### src/rtl/miim_pkg.sv
// Shared MII management definitions: FSM states, frame field codes and lengths.
// Latency: n/a (package only).
// Backpressure: n/a.
package miim_pkg;

    typedef enum logic [2:0] {
        S_IDLE = 3'd0,
        S_PRE  = 3'd1,
        S_HDR  = 3'd2,
        S_TA   = 3'd3,
        S_DATA = 3'd4,
        S_DONE = 3'd5
    } miim_state_e;

    localparam logic [1:0] ST_CODE  = 2'b01;
    localparam logic [1:0] OP_WRITE = 2'b01;
    localparam logic [1:0] OP_READ  = 2'b10;

    localparam int PREAMBLE_LEN = 32;
    localparam int FRAME_LEN    = 32;
    localparam int HDR_LEN      = 14;
    localparam int TA_LEN       = 2;
    localparam int DATA_LEN     = FRAME_LEN - HDR_LEN - TA_LEN;

    // Read frames carry TA=10 and zero data too; they are never driven because padoe is low then.
    function automatic logic [31:0] build_frame(input logic        write,
                                                input logic [4:0]  phy_addr,
                                                input logic [4:0]  reg_addr,
                                                input logic [15:0] wdata);
        return {ST_CODE, (write ? OP_WRITE : OP_READ), phy_addr, reg_addr,
                2'b10, (write ? wdata : 16'h0000)};
    endfunction

endpackage

### src/rtl/miim_clkgen.sv
// MDC divider: low for CLK_DIV clocks then high for CLK_DIV clocks while enabled.
// Latency: first low half starts on the first enabled cycle.
// Backpressure: none; rise/fall strobes flag the cycle before MDC changes level.
module miim_clkgen #(
    parameter int CLK_DIV = 4
) (
    input  logic clk,
    input  logic rst_n,
    input  logic en,
    output logic mdc,
    output logic rise,
    output logic fall
);

    localparam logic [7:0] DIV_LAST = 8'(CLK_DIV - 1);

    logic [7:0] div_cnt;
    logic       half_end;

    assign half_end = en && (div_cnt == DIV_LAST);
    assign rise     = half_end && !mdc;
    assign fall     = half_end && mdc;

    always_ff @(posedge clk or negedge rst_n) begin
        if (!rst_n) begin
            div_cnt <= 8'd0;
            mdc     <= 1'b0;
        end else if (!en) begin
            div_cnt <= 8'd0;
            mdc     <= 1'b0;
        end else if (half_end) begin
            div_cnt <= 8'd0;
            mdc     <= !mdc;
        end else begin
            div_cnt <= div_cnt + 8'd1;
        end
    end

endmodule

### src/rtl/miim_mgmt_ctrl.sv
// MII management (MDIO) master: serialises one clause-22 read/write frame per command.
// Latency: rsp_valid_o at accept + 1 + (64 or 32) * 2 * CLK_DIV clocks.
// Backpressure: cmd_ready_o low while a frame is in flight; next command may land in DONE.
module miim_mgmt_ctrl
    import miim_pkg::*;
#(
    parameter int CLK_DIV     = 4,
    parameter bit PREAMBLE_EN = 1'b1
) (
    input  logic        wb_clk_i,
    input  logic        wb_rst_n_i,
    input  logic        cmd_valid_i,
    output logic        cmd_ready_o,
    input  logic        cmd_write_i,
    input  logic [4:0]  cmd_phy_addr_i,
    input  logic [4:0]  cmd_reg_addr_i,
    input  logic [15:0] cmd_wdata_i,
    output logic        rsp_valid_o,
    output logic [15:0] rsp_rdata_o,
    output logic        rsp_err_o,
    output logic        mdc_pad_o,
    output logic        md_pad_o,
    output logic        md_padoe_o,
    input  logic        md_pad_i
);

    miim_state_e state;
    logic [5:0]  bit_cnt;
    logic [31:0] frame_sr;
    logic [31:0] cmd_frame;
    logic [15:0] rdata_sr;
    logic        is_write;
    logic        ta_err;
    logic        accept;
    logic        clk_en;
    logic        mdc_rise;
    logic        mdc_fall;
    logic        last_bit;

    assign cmd_ready_o = (state == S_IDLE) || (state == S_DONE);
    assign rsp_valid_o = (state == S_DONE);
    assign accept      = cmd_valid_i && cmd_ready_o;
    assign clk_en      = !cmd_ready_o;
    assign cmd_frame   = build_frame(cmd_write_i, cmd_phy_addr_i, cmd_reg_addr_i, cmd_wdata_i);

    miim_clkgen #(.CLK_DIV(CLK_DIV)) u_clkgen (
        .clk   (wb_clk_i),
        .rst_n (wb_rst_n_i),
        .en    (clk_en),
        .mdc   (mdc_pad_o),
        .rise  (mdc_rise),
        .fall  (mdc_fall)
    );

    // bit_cnt restarts every phase, so it never exceeds 31 inside a frame.
    always_comb begin
        last_bit = 1'b0;
        case (state)
            S_PRE:   last_bit = (bit_cnt == 6'(PREAMBLE_LEN - 1));
            S_HDR:   last_bit = (bit_cnt == 6'(HDR_LEN - 1));
            S_TA:    last_bit = (bit_cnt == 6'(TA_LEN - 1));
            S_DATA:  last_bit = (bit_cnt == 6'(DATA_LEN - 1));
            default: last_bit = 1'b0;
        endcase
    end

    always_ff @(posedge wb_clk_i or negedge wb_rst_n_i) begin
        if (!wb_rst_n_i) begin
            state       <= S_IDLE;
            bit_cnt     <= 6'd0;
            frame_sr    <= 32'd0;
            rdata_sr    <= 16'd0;
            is_write    <= 1'b0;
            ta_err      <= 1'b0;
            md_pad_o    <= 1'b0;
            md_padoe_o  <= 1'b0;
            rsp_rdata_o <= 16'd0;
            rsp_err_o   <= 1'b0;
        end else begin
            if (accept) begin
                is_write   <= cmd_write_i;
                bit_cnt    <= 6'd0;
                ta_err     <= 1'b0;
                md_padoe_o <= 1'b1;
                if (PREAMBLE_EN) begin
                    state    <= S_PRE;
                    md_pad_o <= 1'b1;
                    frame_sr <= cmd_frame;
                end else begin
                    state    <= S_HDR;
                    md_pad_o <= cmd_frame[31];
                    frame_sr <= {cmd_frame[30:0], 1'b0};
                end
            end else if (state == S_DONE) begin
                state <= S_IDLE;
            end else if (mdc_fall) begin
                bit_cnt <= last_bit ? 6'd0 : bit_cnt + 6'd1;
                if (last_bit) begin
                    case (state)
                        S_PRE:   state <= S_HDR;
                        S_HDR:   state <= S_TA;
                        S_TA:    state <= S_DATA;
                        S_DATA:  state <= S_DONE;
                        default: state <= S_IDLE;
                    endcase
                end
                if (state == S_DATA && last_bit) begin
                    md_pad_o   <= 1'b0;
                    md_padoe_o <= 1'b0;
                    rsp_err_o  <= !is_write && ta_err;
                    if (!is_write) begin
                        rsp_rdata_o <= rdata_sr;
                    end
                end else if (state != S_PRE || last_bit) begin
                    md_pad_o <= frame_sr[31];
                    frame_sr <= {frame_sr[30:0], 1'b0};
                end
                // Reads release the line from the first turnaround bit onward.
                if (state == S_HDR && last_bit && !is_write) begin
                    md_padoe_o <= 1'b0;
                end
            end

            if (mdc_rise) begin
                if (state == S_TA && bit_cnt == 6'd1 && !is_write) begin
                    ta_err <= md_pad_i;
                end
                if (state == S_DATA) begin
                    rdata_sr <= {rdata_sr[14:0], md_pad_i};
                end
            end
        end
    end

endmodule

### config.mk
export PLATFORM = sky130hd
export DESIGN_NAME = miim_mgmt_ctrl
export DESIGN_NICKNAME = d
export VERILOG_FILES = /design/src/rtl/miim_pkg.sv /design/src/rtl/miim_clkgen.sv /design/src/rtl/miim_mgmt_ctrl.sv
export SDC_FILE = /design/constraint.sdc
export NUM_CORES = 1
export LEC_CHECK = 0
export BUFFER_PORTS_ARGS = -buffer_cell sky130_fd_sc_hd__buf_2
export CAP_MARGIN = 10
export CORE_MARGIN = 3
export CORE_UTILIZATION = 50
export DETAILED_ROUTE_END_ITERATION = 6
export PLACE_DENSITY = 0.79
export SKIP_CTS_REPAIR_TIMING = 1
export SYNTH_ARGS = -nofsm -noshare
export SYNTH_HDL_FRONTEND = slang
export SYNTH_HIERARCHICAL = 1
export SYNTH_SLANG_ARGS = --single-unit
### constraint.sdc
create_clock -name wb_clk_i -period 4.85 [get_ports wb_clk_i]
set_clock_uncertainty 0.1 [all_clocks]
set_input_delay 0.7275 -clock wb_clk_i [delete_from_list [all_inputs] [get_ports wb_clk_i]]
set_output_delay 0.7275 -clock wb_clk_i [all_outputs]
set_load 0.1 [all_outputs]
Word level (Yosys, flattened, before mapping)
Index checks and enable logic that the tools add are counted.
{"block": "op_classes", "n_addsub": 2, "multipliers": 0, "div_mod_pow": 0, "n_lt_le_gt_ge": 0, "n_eq_ne": 13, "n_shift": 0, "mux": 34, "bitwise": 3, "reduce_logical": 31}
{"cell": "$mux 32", "n": 5}
{"cell": "$mux 6", "n": 4}
{"cell": "$mux 16", "n": 1}
{"cell": "$mux 8", "n": 2}
{"cell": "$mux 1", "n": 15}
{"cell": "$eq 6x4->1 const B", "n": 2}
{"cell": "$mux 3", "n": 4}
{"cell": "$pmux 3 s4", "n": 1}
{"cell": "$reduce_bool 3->1", "n": 4}
{"cell": "$logic_and 1x1->1", "n": 10}
{"cell": "$add 8x1->8 const B", "n": 1}
{"cell": "$eq 8x2->1 const B", "n": 1}
{"cell": "$reduce_and 4->1", "n": 2}
{"cell": "$add 6x1->6 const B", "n": 1}
{"cell": "$eq 3x2->1 const B", "n": 2}
{"cell": "$eq 3x3->1 const B", "n": 2}
{"cell": "$eq 6x1->1 const B", "n": 1}
{"cell": "$eq 6x5->1 const B", "n": 1}
{"cell": "$reduce_and 2->1", "n": 3}
{"cell": "$reduce_and 3->1", "n": 2}
{"cell": "$reduce_bool 2->1", "n": 3}
{"cell": "$reduce_and 5->1", "n": 1}
{"cell": "$pmux 1 s4", "n": 1}
{"cell": "$eq 3x1->1 const B", "n": 1}
{"cell": "8 further kinds", "n": 13}
{"block": "totals", "ff_bits": 87, "latch_bits": 0, "ram_bits": 0, "mem_bits_ro": 0, "inputBits": 31, "output_inout_bits": 22, "word_cells": 95, "n_memories": 0}

Logic depth before layout (Yosys ltp)
Gate-level depths: netlist of the first run.
{"block": "logic_depth", "ltp_word": 8, "mapped_depth": 11, "ltp_nobuf": 9}

Modules after synthesis
Netlist of the first run, hierarchy kept.
{"mod": "miim_mgmt_ctrl", "instances": 1, "cells_per_inst": 341, "area_each_um2": 3781.1, "seq_area_each_um2": 1951.9}
{"mod": "miim_clkgen", "instances": 1, "cells_per_inst": 45, "area_each_um2": 437.9, "seq_area_each_um2": 225.2}

Worst setup path after synthesis of the first run
OpenSTA, ideal clock, no wires.
{"block": "synth_path", "kind": "flip-flop to flip-flop", "start": "register state[0]", "end": "register frame_sr[11]", "setup_time_ns": 0.128, "arrival_time_ns": 3.283, "required_time_ns": 4.622, "path_slack_ns": 1.340, "path_stages_with_launch": 12, "n_path_buf": 2, "period_less_slack_ns": 3.510, "cell_sequence": "dfrtp_1 buf_4 xnor2_1 and2b_1 inv_1 inv_1 nor4_1 o21ai_0 a31oi_2 nand2_1 buf_4 mux2_1"}
{"block": "synth_between", "elab_chain_cells": 7, "elab_cells_between_ends": 21, "classes_between": "eq/ne: 8; mux: 2; reduce/logical: 11"}
{"element": "start: declaration", "line": "miim_mgmt_ctrl.sv:27", "source": "miim_state_e state;"}
{"element": "start signal: assignment", "line": "miim_mgmt_ctrl.sv:69", "source": "state <= S_IDLE;"}
{"element": "start signal: assignment", "line": "miim_mgmt_ctrl.sv:86", "source": "state <= S_PRE;"}
{"element": "start signal: assignment", "line": "miim_mgmt_ctrl.sv:90", "source": "state <= S_HDR;"}
{"element": "$eq 3x3->1 / $logic_not 3->1 (equally long branches)", "line": "miim_mgmt_ctrl.sv:40", "source": "assign cmd_ready_o = (state == S_IDLE) || (state == S_DONE);"}
{"element": "$logic_or 1x1->1 (*)", "line": "miim_mgmt_ctrl.sv:40"}
{"element": "via cmd_ready_o", "line": "miim_mgmt_ctrl.sv:13", "source": "output logic cmd_ready_o,"}
{"element": "$logic_not 1->1 (*)", "line": "miim_mgmt_ctrl.sv:43", "source": "assign clk_en = !cmd_ready_o;"}
{"element": "via clk_en", "line": "miim_mgmt_ctrl.sv:35", "source": "logic clk_en;"}
{"element": "$logic_and 1x1->1 (*)", "line": "miim_clkgen.sv:20", "source": "assign half_end = en && (div_cnt == DIV_LAST);"}
{"element": "$logic_and 1x1->1 (*)", "line": "miim_clkgen.sv:22", "source": "assign fall = half_end && mdc;"}
{"element": "via mdc_fall", "line": "miim_mgmt_ctrl.sv:37", "source": "logic mdc_fall;"}
{"element": "$reduce_bool 2->1 (no line) (*)"}
{"element": "$reduce_and 4->1 (no line) (*)"}
{"element": "end signal: assignment", "line": "miim_mgmt_ctrl.sv:88", "source": "frame_sr <= cmd_frame;"}
{"element": "end signal: assignment", "line": "miim_mgmt_ctrl.sv:92", "source": "frame_sr <= {cmd_frame[30:0], 1'b0};"}
{"element": "end signal: assignment", "line": "miim_mgmt_ctrl.sv:116", "source": "frame_sr <= {frame_sr[30:0], 1'b0};"}
{"element": "end: declaration", "line": "miim_mgmt_ctrl.sv:29", "source": "logic [31:0] frame_sr;"}
The timed path passes the listed nets; every way through them passes the cells marked *.
A chain may end at the register's enable or synchronous reset.

Worst setup path in the final report of the first run
{"block": "layout_path", "start": "register state[2]", "end": "register frame_sr[3]"}
{"block": "layout_between", "elab_chain_cells": 7, "elab_cells_between_ends": 21, "classes_between": "eq/ne: 8; mux: 2; reduce/logical: 11"}
{"element": "$eq 3x3->1 / $logic_not 3->1 (equally long branches)", "line": "miim_mgmt_ctrl.sv:40"}
{"element": "$logic_or 1x1->1 (*)", "line": "miim_mgmt_ctrl.sv:40"}
{"element": "$logic_not 1->1 (*)", "line": "miim_mgmt_ctrl.sv:43"}
{"element": "via clk_en", "line": "miim_mgmt_ctrl.sv:35"}
{"element": "$logic_and 1x1->1 (*)", "line": "miim_clkgen.sv:20"}
{"element": "$logic_and 1x1->1 (*)", "line": "miim_clkgen.sv:22"}
{"element": "via mdc_fall", "line": "miim_mgmt_ctrl.sv:37"}
{"element": "$reduce_bool 2->1 (no line) (*)"}
{"element": "$reduce_and 4->1 (no line) (*)"}
Marks and branches as above.

==> impl_metrics.csv, run 1 <==
group,metric,value,unit
outcome,outcome,"complete, no violations",
worst_setup_path,start_kind,"flop",
timing,fin_crit_sh,0.7623,
logic_synthesis,synth-edff-count,0,
floorplanning,core,7968,um^2
worst_setup_path,arrival,3840,ps
floorplanning,io_pins,53,
worst_setup_path,cp_max_fo,26,
min_path,hold_path.class,"flop to flop",
timing,relSlewSlack,0.2195,
finish,num-nets-final,464,
power,power_leakage,2.439,nW
worst_setup_path,worstSetupPathType,"flop to flop",
routing,wl,8085,um
power,power_frac_comb,0.022,
clocking,root_buffer,"clkbuf_8",
logic_synthesis,synthTopCellsByArea,"dfrtp_1 (52%), mux2_2 (6.7%), nand2_1 (6.2%)",
grt,grt_pass1_wl,13920,um
job,drv_cap,0,
clocking,clk_pin_slew,90,ps
grt,grt_pass1_vias,2961,
routing,drtIter0Drc,137,
grt,grt_usage,0.1754,
timing,worst_pin_slew,1168,ps
finish,antenna_cells,0,
logic_synthesis,syn_area,4219,um^2
logic_synthesis,ys_ff_latch,87,
floorplanning,die_width,97.86,um
worst_setup_path,endpoint_kind,"flop",
clocking,htree_levels,3,
clocking,clk_path_buf_depth,2,
logic_synthesis,ys_types,49,
timing,whs,397.3,ps
clocking,insertion_delay,360,ps
timing,final-setup-viol-count,0,
routing,dr.pass1.iters,4,
logic_synthesis,async_flop_share,1.000,
floorplanning,fp.dieH,97.86,um
timing,max_freq,0.2705,GHz
routing,post_drt_wl_per_cell,15.08,um
clocking,cts.sinks,87,
power,power_frac_seq,0.546,
clocking,cts_tree,"built",
timing,final_max_slew_viol_count,0,
finish,final_cell_mix,"dfrtp_1 (87), nand2_1 (70), buf_2 (51)",
timing,finalWorstSetupSlack,1153,ps
floorplanning,fp.dieArea,9577,um^2
timing,period_needed,3697,ps
timing,rsz0062_at_grt,"no",
power,pwr-share-clk,0.432,
logic_synthesis,syn_nets,421,
logic_synthesis,yosysTopAreaCellShare,0.5160,
grt,grt_overflow_total,0,
floorplanning,row_count,32,
finish,fill_cells,650,
placement,pre_cts_ws,1189,ps
grt,antenna_found_initial,0,
finish,drive_above_1_share,0.2719,
placement,port_buffers,52,
floorplanning,initial_utilization,0.5295,
routing,via_per_inst,5.586,
logic_synthesis,synth-seq-area-share,0.5160,
finish,syn2layout_area_growth,12.04,%
logic_synthesis,syn_area_per_cell,10.93,um^2
min_path,min_path_cells,1,
placement,routabilityCongestion,0.8661,
power,p_sw_frac,0.2144,
worst_setup_path,reg2reg_depth,11,
routing,num_vias,2994,
logic_synthesis,synthCells,386,
logic_synthesis,yosysTopAreaCell,"dfrtp_1",
timing,setup_tns,0,ps
routing,final_antenna_net_count,0,
routing,drc,0,
finish,post-route-util,0.5933,
power,power.density,280.6,nW/um^2
timing,finalHoldViolCount,0,
logic_synthesis,dominantRegCellSynth,"dfrtp_1",
clocking,cts_buffers,9,
logic_synthesis,yosysWarnings,6,
finish,mostFrequentLayoutCell,"dfrtp_1",
power,irDropWorstVdd,0.0002440,V
grt,grt_max_degree,88,
worst_setup_path,worstPathRequired,4990,ps
power,p_switching,0.0002845,W
power,power.internal,0.001042,W
placement,hpwl,5358,um
## sequential cells by signal, indices dropped and copies added (netlist names)
name              flops
frame_sr             32
rdata_sr             16
u_clkgen/div_cnt      8
state                 3
u_clkgen/mdc          1
bit_cnt               6
rsp_err_o             1
is_write              1
md_pad_o              1
rsp_rdata_o          16
md_padoe_o            1
ta_err                1
## final timing paths
path                              startpoint                  end  slack, ps
worst max-delay path                state[2]          frame_sr[3]       1150
worst min-delay path            frame_sr[11]         frame_sr[11]        400
worst max register to register      state[2]          frame_sr[3]       1150
worst min register to register  frame_sr[11]         frame_sr[11]        400
max in group asynchronous         wb_rst_n_i  u_clkgen/div_cnt[2]       3520
min in group asynchronous         wb_rst_n_i         frame_sr[23]        460
## through the flow
step / total power, W / area (um^2) / cells
4_1_cts: 0.001340 / 4727 / 536
3_3_place_gp: 0.0007686 / 4498 / 520
2_1_floorplan: 0.0007425 / 4219 / 386
5_1_grt: 0.001373 / 4727 / 536
6_report: 0.001327 / 4727 / 536
3_5_place_dp: 0.0007692 / 4498 / 520
## cells in the mapped netlist, types with 2 or more instances
library cell and instances:
inv_1 11, nor3b_2 2, and2_1 3, or3_1 7, nand4_1 3, mux2_1 15
dfrtp_1 87, and3_1 2, nor4_1 3, buf_2 3, nand3_1 25, mux2_4 9
and2b_1 2, a32o_1 2, ha_1 4, nand2_1 70, buf_6 3, a31oi_1 2
a211oi_1 2, o211ai_1 2, buf_4 4, a41oi_1 11, nor2b_1 4, mux2_2 25
a31o_2 3, xnor2_1 5, nor2_1 9, mux2i_1 2, clkbuf_1 13, a21oi_1 21
o21ai_0 14
## worst max-delay path: stages, from the launching register on
cell,delay [ps]
dfrtp_1,710
xnor2_1,170
and2b_1,210
inv_1,70
inv_1,100
nor4_2,280
buf_4,230
o21ai_0,130
a31oi_2,200
buf_4,290
nand2_1,560
mux2_1,530
## kinds of logic after synthesis
logic type | count (synthesis) | synth area share
AO/OA/AOI/OAI | 63 | 0.09905
adder cells (fa/ha/maj) | 4 | 0.01186
flip-flops | 87 | 0.5160
AND/OR/NAND/NOR | 139 | 0.1684
XOR/XNOR | 7 | 0.01631
buffers and inverters | 35 | 0.04478
multiplexers | 51 | 0.1435
## per-layer routing
metal | global-route usage | wire length, um | vias up
li1 | - | - | 1451
met1 | 0.2356 | 3674 | 1463
met2 | 0.2812 | 3865 | 67
met3 | 0.04571 | 419 | 13
met4 | 0.05325 | 125 | 0
met5 | 0 | 0 | -
## area by class of cell
cell class / instances / area, um^2 / share of cell area
Sequential cell: 87 / 2177 / 0.4606
Multi-Input combinational cell: 264 / 1859 / 0.3933
Timing Repair Buffer: 56 / 292.8 / 0.06194
Clock buffer: 10 / 137.6 / 0.02912
Tap cell: 102 / 127.6 / 0.02700
Clock inverter: 6 / 91.34 / 0.01932
Inverter: 11 / 41.29 / 0.008735
## power groups by stage
stage / Clock, W / Sequential, W / Combinational [W]
floorplan: 0 / 0.000739 / 0.00000318
global placement: 0 / 0.000739 / 0.0000295
detailed placement: 0 / 0.000739 / 0.0000300
CTS: 0.000585 / 0.000725 / 0.0000302
global route: 0.000614 / 0.000725 / 0.0000341
finish: 0.000573 / 0.000725 / 0.0000290
(Power assumes the default switching activity.)
==> run 2: changes to the inputs <==
==> constraint.sdc (replaced) <==
create_clock -name wb_clk_i -period 3.5 [get_ports wb_clk_i]
set_clock_uncertainty 0.1 [all_clocks]
set_input_delay 0.525 -clock wb_clk_i [delete_from_list [all_inputs] [get_ports wb_clk_i]]
set_output_delay 0.525 -clock wb_clk_i [all_outputs]
set_load 0.1 [all_outputs]
==> impl_metrics.csv, run 2 (synthesis gave the netlist of run 1 again) <==
group,metric,value,unit
outcome,outcome,"complete, no violations",
placement,hpwl,5460,um
timing,finalWorstSetupSlack,604.4,ps
routing,wl,8081,um
worst_setup_path,endpoint_kind,"flop",
grt,grt_max_degree,88,
finish,finalNonFillerCells,540,
placement,routabilityCongestion,0.9067,
power,power_leakage,2.441,nW
timing,fin_crit_sh,0.8273,
routing,num_vias,2959,
min_path,hold_path.class,"input pin to asynchronous set/reset pin",
grt,grt_usage,0.1697,
power,irDropWorstVdd,0.0002487,V
floorplanning,die_width,97.86,um
power,pwr-share-clk,0.396,
placement,port_buffers,52,
clocking,htree_levels,3,
worst_setup_path,worstSetupPathType,"flop to flop",
finish,largest_reg_flops,32,
grt,grt_overflow_total,0,
routing,via_per_inst,5.480,
finish,fill_cells,637,
grt,grt_pass1_vias,2868,
finish,num-nets-final,468,
worst_setup_path,start_kind,"flop",
finish,antenna_cells,0,
power,power.density,365.6,nW/um^2
routing,dr.pass1.iters,5,
clocking,cts_buffers,9,
finish,mostFrequentLayoutCell,"dfrtp_1",
floorplanning,fp.dieH,97.86,um
finish,final_cell_mix,"dfrtp_1 (87), nand2_1 (70), buf_2 (51)",
grt,grt_pass1_wl,13480,um
finish,drive_above_1_share,0.2785,
floorplanning,core,7968,um^2
clocking,insertion_delay,360,ps
clocking,cts_tree,"built",
timing,period_needed,2896,ps
timing,max_freq,0.3453,GHz
routing,post_drt_wl_per_cell,14.96,um
routing,final_antenna_net_count,0,
finish,final-seq-area,2177,um^2
finish,regMostFlops,"frame_sr",
clocking,clk_path_buf_depth,2,
finish,syn2layout_area_growth,12.01,%
timing,worst_pin_slew,1065,ps
routing,drtIter0Drc,136,
placement,pre_cts_ws,630.5,ps
power,p_switching,0.0004301,W
worst_setup_path,cp_max_fo,20,
worst_setup_path,worstPathRequired,3640,ps
clocking,cts.sinks,87,
floorplanning,row_count,32,
timing,final_max_slew_viol_count,0,
placement,dp.cells,524,
floorplanning,fp.dieArea,9577,um^2
floorplanning,initial_utilization,0.5295,
finish,reg_top3,"frame_sr: 32 flops, rdata_sr: 16 flops, rsp_rdata_o: 16 flops",
clocking,clk_pin_slew,90,ps
timing,setup_tns,0,ps
job,drv_cap,0,
finish,multi_input_area,1859,um^2
timing,rsz0062_at_grt,"no",
power,power.internal,0.001297,W
timing,finalHoldViolCount,0,
routing,drc,0,
power,p_sw_frac,0.2490,
timing,relSlewSlack,0.2903,
timing,final-setup-viol-count,0,
power,power_frac_seq,0.581,
clocking,root_buffer,"clkbuf_8",
power,power_frac_comb,0.023,
floorplanning,io_pins,53,
grt,antenna_found_initial,0,
worst_setup_path,arrival,3030,ps
[run 2: cell count changes in the layout (fill, tap and decap cells not counted)]
cell and delta:
buf_4 +4, bufinv_16 -2, clkinv_4 +2, clkinv_8 +1
clkbuf_8 -1, inv_6 -1, clkinv_2 -1, inv_8 +2
[run 2: worst paths after layout]
| kind | start | end | slack [ps] | cells after the start |
|---|---|---|---|---|
| worst max-delay path | state[0] | frame_sr[5] | 600 | 10 |
| worst min-delay path | wb_rst_n_i | frame_sr[23] | 230 | 1 |
| worst max register to register | state[0] | frame_sr[5] | 600 | 10 |
| worst min register to register | frame_sr[10] | frame_sr[10] | 400 | 1 |
| max in group asynchronous | wb_rst_n_i | rdata_sr[0] | 2370 | 1 |
| min in group wb_clk_i | cmd_wdata_i[0] | frame_sr[0] | 320 | 2 |
[run 2: metrics by stage]
step	hold slack (ps)	utilization	power (W)	cell area, um^2
floorplan	129.4	-	0.001029	4225
global placement	373.3	0.5683	0.001065	4528
detailed placement	380.7	0.5683	0.001066	4528
CTS	296.4	0.5931	0.001746	4726
global route	317.0	0.5931	0.001790	4726
finish	232.5	0.5931	0.001728	4726
[run 2: power by group through the flow]
stage / clock (W) / combinational [W] / sequential, W
2_1_floorplan: 0 / 0.00000441 / 0.00102
3_3_place_gp: 0 / 0.0000408 / 0.00102
3_5_place_dp: 0 / 0.0000417 / 0.00102
4_1_cts: 0.000700 / 0.0000417 / 0.00100
5_1_grt: 0.000739 / 0.0000462 / 0.00100
6_report: 0.000683 / 0.0000399 / 0.00100
[run 2: worst max-delay path, stage by stage, from the launching register on]
cell and delay [ps]:
dfrtp_1 610, xnor2_1 170, and2b_1 190, inv_1 60
inv_1 100, nor4_2 480, o21ai_0 200, a31oi_2 220
nand2_1 70, buf_4 230, mux2_1 350
[run 2: layer usage]
| metal | wire length, um | GRT usage | vias up |
|---|---|---|---|
| met1 | 3818 | 0.2357 | 1430 |
| met3 | 312 | 0.03357 | 10 |
| met5 | 0 | 0 | - |
| li1 | - | - | 1454 |
| met4 | 82 | 0.05218 | 0 |
| met2 | 3867 | 0.2707 | 65 |
[run 2: cell type report]
type                    instances  share of cell area
flip-flops and latches         87              0.4607
multi-input cells             264              0.3934
repair buffers                 60             0.06831
well taps                     102             0.02701
clock buffers                   9             0.02621
clock inverters                 7             0.01562
inverters                      11            0.008737
